`src/rtl/regfile_access_scheduler_if.sv`:
```
// regfile_access_scheduler_if
//   Bundles the decode-side read request, the writeback-side write request,
//   and the register-file command bus that the scheduler drives.
//   slave  : the scheduler (consumes requests, drives the register file).
//   master : the requester side / environment (drives requests, observes
//            the register-file command bus).
// Signals:
//   rd_valid/rd_ready, rd_opcode, rd_reg1..3, rd_imm, rd_done : operand read
//   wb_valid/wb_ready, wb_opcode, wb_reg, wb_data              : result write
//   reg_read, reg_write, opcode, reg1..3, imm, write_data       : to regfile
//   busy                                                        : not idle
interface regfile_access_scheduler_if;
  logic        rd_valid;
  logic        rd_ready;
  logic [5:0]  rd_opcode;
  logic [4:0]  rd_reg1;
  logic [4:0]  rd_reg2;
  logic [4:0]  rd_reg3;
  logic [31:0] rd_imm;
  logic        rd_done;

  logic        wb_valid;
  logic        wb_ready;
  logic [5:0]  wb_opcode;
  logic [4:0]  wb_reg;
  logic [31:0] wb_data;

  logic        reg_read;
  logic        reg_write;
  logic [5:0]  opcode;
  logic [4:0]  reg1;
  logic [4:0]  reg2;
  logic [4:0]  reg3;
  logic [31:0] imm;
  logic [31:0] write_data;
  logic        busy;

  modport slave (
    input  rd_valid, rd_opcode, rd_reg1, rd_reg2, rd_reg3, rd_imm,
    input  wb_valid, wb_opcode, wb_reg, wb_data,
    output rd_ready, rd_done, wb_ready,
    output reg_read, reg_write, opcode, reg1, reg2, reg3, imm, write_data,
    output busy
  );

  modport master (
    output rd_valid, rd_opcode, rd_reg1, rd_reg2, rd_reg3, rd_imm,
    output wb_valid, wb_opcode, wb_reg, wb_data,
    input  rd_ready, rd_done, wb_ready,
    input  reg_read, reg_write, opcode, reg1, reg2, reg3, imm, write_data,
    input  busy
  );
endinterface

```
`src/rtl/regfile_access_scheduler.sv`:
```
// regfile_access_scheduler
//   Single owner of the 32x32 register file. The file can either read or
//   write in a given cycle, so this block arbitrates between the decode
//   stage (operand reads) and the writeback stage (result writes) and
//   issues one-cycle reg_read / reg_write pulses with stable fields.
//
//   state     | meaning
//   ----------+--------------------------------------------------------
//   IDLE      | accepting at most one request; fields hold last value
//   WRITE     | reg_write pulse, regfile commits at the closing edge
//   READ      | reg_read pulse with opcode/reg1..3/imm
//   READ_WAIT | operands valid at regfile outputs, rd_done pulse
//
// Ports:
//   clk       : clock, all state changes on posedge
//   reg_reset : asynchronous active-high reset
//   bus       : request handshakes and register-file command bus (slave)
//
// Parameters:
//   MAX_WB_BURST : writes granted back-to-back while a non-hazard read waits
//                  before that read is forced through
//   BURST_W      : burst counter width, must be able to hold MAX_WB_BURST
module regfile_access_scheduler #(
  parameter int MAX_WB_BURST = 4,
  parameter int BURST_W      = 3
) (
  input  logic                        clk,
  input  logic                        reg_reset,
  regfile_access_scheduler_if.slave   bus
);

  typedef enum logic [1:0] {
    IDLE      = 2'd0,
    WRITE     = 2'd1,
    READ      = 2'd2,
    READ_WAIT = 2'd3
  } state_t;

  localparam logic [BURST_W-1:0] BURST_LIMIT = BURST_W'(MAX_WB_BURST);
  localparam logic [BURST_W-1:0] BURST_ONE   = BURST_W'(1);

  state_t               state;
  state_t               state_nxt;
  logic [BURST_W-1:0]   burst_cnt;
  logic [BURST_W-1:0]   burst_nxt;

  logic                 hazard;
  logic                 burst_full;
  logic                 grant_wr;
  logic                 grant_rd;

  // Conservative RAW check: any of the three read fields may be a source,
  // so the pending write goes first whenever its destination matches any.
  always_comb begin
    hazard = bus.rd_valid && bus.wb_valid &&
             ((bus.wb_reg == bus.rd_reg1) ||
              (bus.wb_reg == bus.rd_reg2) ||
              (bus.wb_reg == bus.rd_reg3));
  end

  always_comb begin
    burst_full = (burst_cnt == BURST_LIMIT);
  end

  // Arbitration, only meaningful in IDLE. Reset masks the grants so that the
  // ready outputs read 0 while reg_reset is held.
  always_comb begin
    grant_wr = 1'b0;
    grant_rd = 1'b0;
    if ((state == IDLE) && !reg_reset) begin
      if (hazard) begin
        grant_wr = 1'b1;
      end else if (bus.rd_valid && bus.wb_valid && burst_full) begin
        grant_rd = 1'b1;
      end else if (bus.wb_valid) begin
        grant_wr = 1'b1;
      end else if (bus.rd_valid) begin
        grant_rd = 1'b1;
      end
    end
  end

  // Burst counter: counts writes that jumped ahead of a waiting read.
  // A hazard grant still counts, but the hazard check above takes
  // priority over the forced read, so it can never be overridden.
  always_comb begin
    burst_nxt = burst_cnt;
    if (state == IDLE) begin
      if (grant_rd || !bus.rd_valid) begin
        burst_nxt = '0;
      end else if (grant_wr) begin
        burst_nxt = burst_full ? burst_cnt : (burst_cnt + BURST_ONE);
      end
    end
  end

  always_ff @(posedge clk or posedge reg_reset) begin
    if (reg_reset) begin
      state     <= IDLE;
      burst_cnt <= '0;
    end else begin
      state     <= state_nxt;
      burst_cnt <= burst_nxt;
    end
  end

  // Next state and state-decoded outputs. Strobes come straight from the
  // state register so an asynchronous reset drops them immediately.
  always_comb begin
    state_nxt     = state;
    bus.rd_ready  = 1'b0;
    bus.wb_ready  = 1'b0;
    bus.reg_read  = 1'b0;
    bus.reg_write = 1'b0;
    bus.rd_done   = 1'b0;
    bus.busy      = 1'b1;
    case (state)
      IDLE: begin
        bus.busy     = 1'b0;
        bus.wb_ready = grant_wr;
        bus.rd_ready = grant_rd;
        if (grant_wr) begin
          state_nxt = WRITE;
        end else if (grant_rd) begin
          state_nxt = READ;
        end
      end
      WRITE: begin
        bus.reg_write = 1'b1;
        state_nxt     = IDLE;
      end
      READ: begin
        bus.reg_read = 1'b1;
        state_nxt    = READ_WAIT;
      end
      READ_WAIT: begin
        bus.rd_done = 1'b1;
        state_nxt   = IDLE;
      end
      default: begin
        state_nxt = IDLE;
      end
    endcase
  end

  // Command fields are captured at the accepting edge and then held, so the
  // register file sees them stable for the whole strobe cycle and beyond.
  // A write leaves reg2/reg3/imm untouched; a read leaves write_data alone.
  always_ff @(posedge clk or posedge reg_reset) begin
    if (reg_reset) begin
      bus.opcode     <= '0;
      bus.reg1       <= '0;
      bus.reg2       <= '0;
      bus.reg3       <= '0;
      bus.imm        <= '0;
      bus.write_data <= '0;
    end else if (grant_wr) begin
      bus.opcode     <= bus.wb_opcode;
      bus.reg1       <= bus.wb_reg;
      bus.write_data <= bus.wb_data;
    end else if (grant_rd) begin
      bus.opcode <= bus.rd_opcode;
      bus.reg1   <= bus.rd_reg1;
      bus.reg2   <= bus.rd_reg2;
      bus.reg3   <= bus.rd_reg3;
      bus.imm    <= bus.rd_imm;
    end
  end

endmodule
```
`src/flat_wrapper.sv`:
```
// flat-port wrapper written by rule: the top's interface ports become plain ports
module regfile_access_scheduler_flat 
#(
  parameter int MAX_WB_BURST = 4,
  parameter int BURST_W      = 3
)
  (clk, reg_reset, bus_rd_valid, bus_rd_opcode, bus_rd_reg1, bus_rd_reg2, bus_rd_reg3, bus_rd_imm, bus_wb_valid, bus_wb_opcode, bus_wb_reg, bus_wb_data, bus_rd_ready, bus_rd_done, bus_wb_ready, bus_reg_read, bus_reg_write, bus_opcode, bus_reg1, bus_reg2, bus_reg3, bus_imm, bus_write_data, bus_busy);
  regfile_access_scheduler_if bus_i ();
  input  logic clk;
  input  logic reg_reset;
  input wire logic [$bits(bus_i.rd_valid)-1:0] bus_rd_valid;
  input wire logic [$bits(bus_i.rd_opcode)-1:0] bus_rd_opcode;
  input wire logic [$bits(bus_i.rd_reg1)-1:0] bus_rd_reg1;
  input wire logic [$bits(bus_i.rd_reg2)-1:0] bus_rd_reg2;
  input wire logic [$bits(bus_i.rd_reg3)-1:0] bus_rd_reg3;
  input wire logic [$bits(bus_i.rd_imm)-1:0] bus_rd_imm;
  input wire logic [$bits(bus_i.wb_valid)-1:0] bus_wb_valid;
  input wire logic [$bits(bus_i.wb_opcode)-1:0] bus_wb_opcode;
  input wire logic [$bits(bus_i.wb_reg)-1:0] bus_wb_reg;
  input wire logic [$bits(bus_i.wb_data)-1:0] bus_wb_data;
  output wire logic [$bits(bus_i.rd_ready)-1:0] bus_rd_ready;
  output wire logic [$bits(bus_i.rd_done)-1:0] bus_rd_done;
  output wire logic [$bits(bus_i.wb_ready)-1:0] bus_wb_ready;
  output wire logic [$bits(bus_i.reg_read)-1:0] bus_reg_read;
  output wire logic [$bits(bus_i.reg_write)-1:0] bus_reg_write;
  output wire logic [$bits(bus_i.opcode)-1:0] bus_opcode;
  output wire logic [$bits(bus_i.reg1)-1:0] bus_reg1;
  output wire logic [$bits(bus_i.reg2)-1:0] bus_reg2;
  output wire logic [$bits(bus_i.reg3)-1:0] bus_reg3;
  output wire logic [$bits(bus_i.imm)-1:0] bus_imm;
  output wire logic [$bits(bus_i.write_data)-1:0] bus_write_data;
  output wire logic [$bits(bus_i.busy)-1:0] bus_busy;
  assign bus_i.rd_valid = bus_rd_valid;
  assign bus_i.rd_opcode = bus_rd_opcode;
  assign bus_i.rd_reg1 = bus_rd_reg1;
  assign bus_i.rd_reg2 = bus_rd_reg2;
  assign bus_i.rd_reg3 = bus_rd_reg3;
  assign bus_i.rd_imm = bus_rd_imm;
  assign bus_i.wb_valid = bus_wb_valid;
  assign bus_i.wb_opcode = bus_wb_opcode;
  assign bus_i.wb_reg = bus_wb_reg;
  assign bus_i.wb_data = bus_wb_data;
  assign bus_rd_ready = bus_i.rd_ready;
  assign bus_rd_done = bus_i.rd_done;
  assign bus_wb_ready = bus_i.wb_ready;
  assign bus_reg_read = bus_i.reg_read;
  assign bus_reg_write = bus_i.reg_write;
  assign bus_opcode = bus_i.opcode;
  assign bus_reg1 = bus_i.reg1;
  assign bus_reg2 = bus_i.reg2;
  assign bus_reg3 = bus_i.reg3;
  assign bus_imm = bus_i.imm;
  assign bus_write_data = bus_i.write_data;
  assign bus_busy = bus_i.busy;
  regfile_access_scheduler #(.MAX_WB_BURST(MAX_WB_BURST), .BURST_W(BURST_W)) u_core (.clk(clk), .reg_reset(reg_reset), .bus(bus_i));
endmodule
```
`config.mk`:
```
export PLATFORM = sky130hd
export DESIGN_NAME = regfile_access_scheduler_flat
export DESIGN_NICKNAME = d
export VERILOG_FILES = /design/src/rtl/regfile_access_scheduler_if.sv /design/src/rtl/regfile_access_scheduler.sv /design/src/flat_wrapper.sv
export SDC_FILE = /design/constraint.sdc
export NUM_CORES = 1
export LEC_CHECK = 0
export BUFFER_PORTS_ARGS = -buffer_cell sky130_fd_sc_hd__buf_2
export CAP_MARGIN = 20
export CORE_ASPECT_RATIO = 1.5
export CORE_MARGIN = 2
export CORE_UTILIZATION = 43
export CTS_BUF_LIST = sky130_fd_sc_hd__clkbuf_2 sky130_fd_sc_hd__clkbuf_4 sky130_fd_sc_hd__clkbuf_8
export CTS_CLUSTER_SIZE = 28
export DETAILED_ROUTE_END_ITERATION = 16
export HOLD_SLACK_MARGIN = 0.03
export MAX_ROUTING_LAYER = met4
export PLACE_DENSITY = 0.78
export SLEW_MARGIN = 0
export SYNTH_ARGS = -nofsm -noshare
export SYNTH_HDL_FRONTEND = slang
export SYNTH_SLANG_ARGS = --single-unit
```
`constraint.sdc`:
```
create_clock -name clk -period 3.15 [get_ports clk]
set_input_delay 0.63 -clock clk [delete_from_list [all_inputs] [get_ports clk]]
set_output_delay 0.63 -clock clk [all_outputs]
set_load 0.01 [all_outputs]
```
==> results of run 1 <==
==> through the flow <==
step / area [sq um] / cells / util, % / hold slack [ns]
after global routing: 5270 / 593 / 57.3 / 0.465
after CTS: 5270 / 593 / 57.3 / 0.424
after global placement: 5050 / 578 / 54.9 / 0.468
after detailed placement: 5050 / 578 / 54.9 / 0.476
final: 5270 / 593 / 57.3 / 0.408
after floorplan: 4040 / 282 / - / 0.472
==> worst min-delay path by stage <==
stage,from,end,slack [ns],cells after the start
6_report,reg_reset,u_core.bus.opcode[1],0.41,2
5_1_grt,reg_reset,u_core.bus.opcode[5],0.47,2
4_1_cts,reg_reset,u_core.bus.opcode[5],0.42,2
3_5_place_dp,u_core.bus.write_data[3],u_core.bus.write_data[3],0.48,1
3_3_place_gp,u_core.bus.write_data[7],u_core.bus.write_data[7],0.47,1
2_1_floorplan,u_core.burst_cnt[0],u_core.burst_cnt[0],0.47,1
==> Yosys cell counts, drive strengths merged (2+ instances only) <==
master	count	area, sq um
and2	3	20.0
buf	10	126
clkbuf	3	11.3
dfrtp	90	2250
ha	2	25.0
inv	8	30.0
mux2	74	976
nand2	19	95.1
nand3	37	195
nor3	5	46.3
o22ai	2	12.5
xnor2	6	52.6
xor2	9	78.8
==> flip-flops by register name (all words and copies together) (netlist names) <==
signal / cells
u_core.burst_cnt: 3
u_core.bus.write_data: 32
u_core.bus.imm: 32
u_core.bus.reg1: 5
u_core.bus.opcode: 6
u_core.state: 2
u_core.bus.reg2: 5
u_core.bus.reg3: 5
==> area by class of cell <==
type | instances | area, sq um
Tap cell | 112 | 140
Clock buffer | 9 | 124
Inverter | 8 | 31.3
Sequential cell | 90 | 2250
Fill cell | 772 | 3930
Clock inverter | 6 | 91.3
Multi-Input combinational cell | 171 | 1620
Timing Repair Buffer | 197 | 1020
==> where the power goes <==
| part | leakage, nW | internal [mW] | total (mW) | switching [mW] |
|---|---|---|---|---|
| sequential | 1.08 | 1.72 | 2.03 | 0.306 |
| clock | 0.110 | 0.447 | 0.858 | 0.411 |
| combinational | 1.60 | 1.07 | 2.00 | 0.930 |
| total | 2.79 | 3.24 | 4.89 | 1.65 |
==> placed cells by master, fill, tap and decap left out, drive strengths merged <==
| master | instances |
|---|---|
| bufinv | 2 |
| or2 | 1 |
| and2 | 3 |
| ha | 2 |
| a31oi | 1 |
| xnor2 | 6 |
| mux2 | 74 |
| nand4 | 1 |
| inv | 8 |
| or3 | 1 |
| xor2 | 9 |
| o21ai | 1 |
| a211o | 1 |
| nand2 | 19 |
| clkinv | 4 |
| dfrtp | 90 |
| nand3b | 1 |
| o311ai | 1 |
| o22ai | 2 |
| a41o | 1 |
| clkbuf | 9 |
| nor2 | 1 |
| nor2b | 1 |
| and3 | 1 |
| nand2b | 1 |
| nand3 | 37 |
| buf | 197 |
| nor3 | 5 |
| nand4b | 1 |
==> worst reg2reg max path: stages, from the launching register on <==
cell,delay (ns)
dfrtp_1,0.39
inv_1,0.06
ha_1,0.20
and2_1,0.20
a41o_4,0.37
nand2_8,0.08
buf_4,0.38
mux2_2,0.40
==> layer usage <==
layer,part of all wire [%],vias up
met2,54,106
li1,-,1373
met5,0,-
met3,4.2,13
met4,1.8,0
met1,40,1471
==> logic make-up after synthesis <==
group / synth area share (%)
flops: 55.8
mux: 24.2
simple gates: 10.4
buf+inv: 4.16
xor+xnor: 3.26
compound gates: 1.55
fa+ha+maj: 0.620
==> results_dict.tcl, run 1 <==
set metrics [dict create \
    ir_drop_mv 0.476 \
    syn_nets 384 \
    syn_area_per_cell_sq_um 14.3 \
    grt_max_degree 53 \
    cts_root_buf "clkbuf_8" \
    r2r_cells 7 \
    fp.dieH_um 123 \
    grt_pass1_wl_um 15000 \
    fin_skew_ns 0.00814 \
    vias 2963 \
    io-pin-count 191 \
    place_ws_ns 0.540 \
    reg2reg_to "u_core.bus.imm[30]" \
    numCtsBuffers 9 \
    wl_um 9610 \
    slowest_stage "a41o_4" \
    power_density_nw_per_um2 928 \
    synth_edf_count 0 \
    area_growth_pct 30.6 \
    clk_path_buf_depth 2 \
    hold_class "input pin to async pin" \
    ys_seq_area_share_pct 55.8 \
    route.detailed.drc 0 \
    crit_top_cell "buf_2" \
    fin_tns_setup_ns 0 \
    cp-start-kind "input pin" \
    status "finished clean" \
    portBuffers 190 \
    crit_end "bus_rd_ready" \
    final.period_utilization_pct 79.8 \
    cts_setup_buffers 0 \
    initialDrtViolationCount 152 \
    syn_inst 282 \
    gr-total-overflow 0 \
    die_width_um 83.1 \
    htree_levels 3 \
    ant_nets 0 \
    finalHoldViolCount 0 \
    fin_ws_ns 0.637 \
    rsz0062_at_grt "no" \
    critPathMaxStageDelay_ns 0.36 \
    grtUsageMet2_pct 33.2 \
    die-area_sq_um 10200 \
    top_usage_layer "met2" \
    grt_pass1_vias 2979 \
    row_count 43 \
    ys.warnings.count 0 \
    nets 579 \
    antenna_found_initial 0 \
    start_util_pct 43.9 \
    cts_hold_buf 0 \
    cts_num_sinks 90 \
    finalSetupViolations 0 \
    relSlewSlack_pct 52.8 \
    critPathTopFamily "simple AND/OR/NAND/NOR gates" \
    cts_tree "yes" \
    synth-seq-cells 90 \
    grtUsageTotal_pct 19.2 \
    worstMarginPinSlew_ns 0.707 \
    first_pass_iters 4 \
    cp_num_cells 8 \
    syn_area_sq_um 4040 \
    worstSetupEndpointType "output pin" \
    fmax_mhz 398 \
    synth_cell_types 38 \
    drive_gt1_share_pct 60.3 \
    grt_util_met3_pct 2.56 \
    cp_data_arrival_time_ns 1.88 \
    crit_path_max_fanout 13 \
    viasPerCell 5.00 \
    leakage_nw 2.79 \
    startpoint "bus_wb_reg[0]" \
    core_area_sq_um 9200 \
    drv_slew 0 \
    wl_per_cell_um 16.2 \
    hpwlAfterDp_um 7310 \
    path_cells "buf_2, xor2_1, nor3_2, nand3_2, a41o_4, nand2_8, inv_1, buf_2" \
    reg2reg_slack_ns 0.95 \
    crit_type "input pin to output pin" \
    cp_data_required_time_ns 2.52 \
    ctsResizeCount 0 \
    clkLatencyLatePin_ns 0.35 \
    reg2reg_from "u_core.burst_cnt[0]" \
    place.gp.congestion 0.830 \
    grt_util_met1_pct 22.3 \
    crit_buf_inv 3 \
    synth_ff_type "dfrtp_1" \
    clk_pin_slew_ns 0.09 \
    power_mw 4.89 \
    max-cap-violations 0 \
    async_flop_share_pct 100 \
    period_minus_slack_ns 2.51 \
    diodes 0 \
]
No activity file was read; power rests on OpenSTA's default activity.
==> run 2, diff against run 1 <==
--- a/config.mk
+++ b/config.mk
@@ -5,17 +5,18 @@
 export SDC_FILE = /design/constraint.sdc
 export NUM_CORES = 1
 export LEC_CHECK = 0
+export ABC_AREA = 1
 export BUFFER_PORTS_ARGS = -buffer_cell sky130_fd_sc_hd__buf_2
 export CAP_MARGIN = 20
 export CORE_ASPECT_RATIO = 1.5
 export CORE_MARGIN = 2
-export CORE_UTILIZATION = 43
+export CORE_UTILIZATION = 47
 export CTS_BUF_LIST = sky130_fd_sc_hd__clkbuf_2 sky130_fd_sc_hd__clkbuf_4 sky130_fd_sc_hd__clkbuf_8
 export CTS_CLUSTER_SIZE = 28
 export DETAILED_ROUTE_END_ITERATION = 16
 export HOLD_SLACK_MARGIN = 0.03
 export MAX_ROUTING_LAYER = met4
-export PLACE_DENSITY = 0.78
+export PLACE_DENSITY = 0.82
 export SLEW_MARGIN = 0
 export SYNTH_ARGS = -nofsm -noshare
 export SYNTH_HDL_FRONTEND = slang
==> constraint.sdc (replaced) <==
create_clock -name clk -period 2.4 [get_ports clk]
set_input_delay 0.48 -clock clk [delete_from_list [all_inputs] [get_ports clk]]
set_output_delay 0.48 -clock clk [all_outputs]
set_load 0.01 [all_outputs]
==> run 2 against run 1 <==
Net effect: routed wire length up 3.9%; die area shrank 12%; sequential share of layout area is 1.0 points higher; sequential power increased by 31%; combinational power is 18% higher; synthesized cell count grew 69%; clock-buffer cell count rose by 1; non-clock buffer count rose by 2; clock skew is 0.0053 ns higher; core utilization increased by 7.0 points; cell area shrank 2.3%; area after synthesis shrank 4.5%.
==> results_dict.tcl, run 2 <==
set metrics [dict create \
    ys_top_cells_by_area "dfrtp_1 58%, nand2_1 27%, nand3_1 2.2%, inv_1 2.1%, nor2_1 1.7%" \
    synth_ff_type "dfrtp_1" \
    syn_inst 477 \
    worstMarginPinSlew_ns 0.625 \
    core_area_sq_um 8010 \
    portBuffers 190 \
    fin_tns_setup_ns 0 \
    vias 3719 \
    viasPerCell 4.77 \
    initialDrtViolationCount 204 \
    syn_nets 579 \
    io-pin-count 191 \
    drv_slew 0 \
    ys.warnings.count 0 \
    cts_num_sinks 90 \
    synth-seq-cells 90 \
    synth_cell_types 20 \
    synth_top_area_cell "dfrtp_1" \
    antenna_found_initial 0 \
    critPathMaxStageDelay_ns 0.46 \
    place.gp.congestion 0.795 \
    wl_per_cell_um 12.8 \
    synth_edf_count 0 \
    cp-start-kind "flip-flop" \
    ant_nets 0 \
    clk_path_buf_depth 2 \
    syn_area_per_cell_sq_um 8.08 \
    cts_hold_buf 0 \
    start_util_pct 48.1 \
    layout_common_cells "280 x nand2_1, 190 x buf_2, 89 x dfrtp_1" \
    finalSetupViolations 0 \
    hold_class "input pin to async pin" \
    crit_buf_inv 4 \
    htree_levels 3 \
    multi_input_area_sq_um 1380 \
    hpwlAfterDp_um 7720 \
    die-area_sq_um 8960 \
    max-cap-violations 0 \
    cts_root_buf "clkbuf_8" \
    nets 771 \
    drive_gt1_share_pct 34.1 \
    ir_drop_mv 0.775 \
    syn_area_sq_um 3850 \
    r2r_cells 10 \
    final.period_utilization_pct 93.4 \
    cts_tree "yes" \
    clkLatencyLatePin_ns 0.36 \
    reg2reg_from "u_core.state[0]" \
    first_pass_iters 4 \
    reg2reg_to "u_core.bus.imm[22]" \
    synth_common_cells "280 x nand2_1, 90 x dfrtp_1, 22 x inv_1, 17 x nand3_1, 17 x nor2_1" \
    slowest_stage "dfrtp_2" \
    wl_um 9980 \
    crit_path_max_fanout 6 \
    final_common_cell "nand2_1" \
    grt_max_degree 51 \
    row_count 40 \
    placed_cells 763 \
    fmax_mhz 446 \
    cp_data_required_time_ns 1.92 \
    netlist.area_leader.share_pct 58.4 \
    reg.largest.list "u_core.bus.imm (32), u_core.bus.write_data (32), u_core.bus.opcode (6)" \
    area_growth_pct 33.6 \
    die_width_um 77.9 \
    hold-worst-slack_ns 0.284 \
    fp.dieH_um 115 \
    crit_top_cell "inv_2" \
    path_cells "nor2_4, inv_2, nor2_2, inv_2, a211oi_2, nand2_2, inv_2, buf_2" \
    grtUsageTotal_pct 23.5 \
    rsz0062_at_grt "no" \
    gr-total-overflow 0 \
    diodes 0 \
    period_minus_slack_ns 2.24 \
    critPathTopFamily "flip-flops" \
    clk_pin_slew_ns 0.08 \
    cp_data_arrival_time_ns 1.76 \
    relSlewSlack_pct 58.3 \
    seq_area_sq_um 2250 \
    nFillCells 698 \
    fin_skew_ns 0.0134 \
    async_flop_share_pct 100 \
    worstSetupEndpointType "output pin" \
    route.detailed.drc 0 \
    status "finished clean" \
    power_density_nw_per_um2 1210 \
    fin_cells 779 \
    finalHoldViolCount 0 \
    leakage_nw 3.14 \
    numCtsBuffers 9 \
    fin_ws_ns 0.159 \
    grt_pass1_vias 3566 \
    power_mw 6.26 \
    post-synth-top-count-cell "nand2_1" \
    reg2reg_slack_ns 0.53 \
    crit_type "flip-flop to output pin" \
    ys_seq_area_share_pct 58.4 \
    place_ws_ns 0.389 \
    grt_pass1_wl_um 16000 \
]
run 2: layout make-up:
class,instances,share of cell area [%]
multi-input cells,339,26.8
inverters,30,2.26
clock buffers,10,2.67
well taps,105,2.55
clock inverters,6,2.19
repair buffers,199,19.8
flip-flops and latches,90,43.8
run 2: worst reg2reg max path, cell delays in order (launching register included):
cell and delay [ns]:
dfrtp_2 0.46, nor2_4 0.18, inv_2 0.06, nor2_2 0.10, inv_2 0.05, a211oi_2 0.20, nand2_2 0.14, inv_2 0.09
buf_4 0.32, nand2_1 0.14, nand2_1 0.07
run 2: timing repair:
action | 4_1_cts | 5_1_grt
setup endpoints to repair | 0 | 1
hold endpoints to repair | 0 | 0
gates resized for setup | 0 | 1
buffers inserted | 0 | 0
run 2: power breakdown:
| group | switching [mW] | internal (mW) | leakage [nW] |
|---|---|---|---|
| Combinational | 1.38 | 0.972 | 1.89 |
| Clock | 0.521 | 0.723 | 0.127 |
| Sequential | 0.414 | 2.25 | 1.12 |
run 2: cells by family after synthesis:
kind of cell / share of synthesized area, %
AND/OR/NAND/NOR: 32.4
flip-flops: 58.4
buffers and inverters: 5.78
AO/OA/AOI/OAI: 1.62
XOR/XNOR: 1.14
adder cells (fa/ha/maj): 0.649
run 2: per-layer routing:
metal  global-route usage, %  up-vias  wire length [um]
met1                    27.8     1702              4000
met4                    9.36        0               246
met3                    6.20       16               875
met2                    38.4      187              4870
li1                        -     1814                 -
met5                       -        -                 0
run 2: worst max path at each step:
stage	depth (start not counted)	startpoint	end
2_1_floorplan	8	u_core.state[0]	bus_rd_ready
3_3_place_gp	11	bus_wb_reg[2]	bus_rd_ready
3_5_place_dp	14	bus_wb_reg[2]	u_core.bus.write_data[23]
4_1_cts	8	u_core.state[0]	bus_rd_ready
5_1_grt	8	u_core.state[0]	bus_rd_ready
6_report	8	u_core.state[0]	bus_rd_ready
run 2: metrics by stage:
step           utilization [%]  instance area [sq um]
2_1_floorplan                -                   3860
3_3_place_gp              61.2                   4900
3_5_place_dp              61.2                   4900
4_1_cts                   64.3                   5150
5_1_grt                   64.3                   5150
6_report                  64.3                   5150
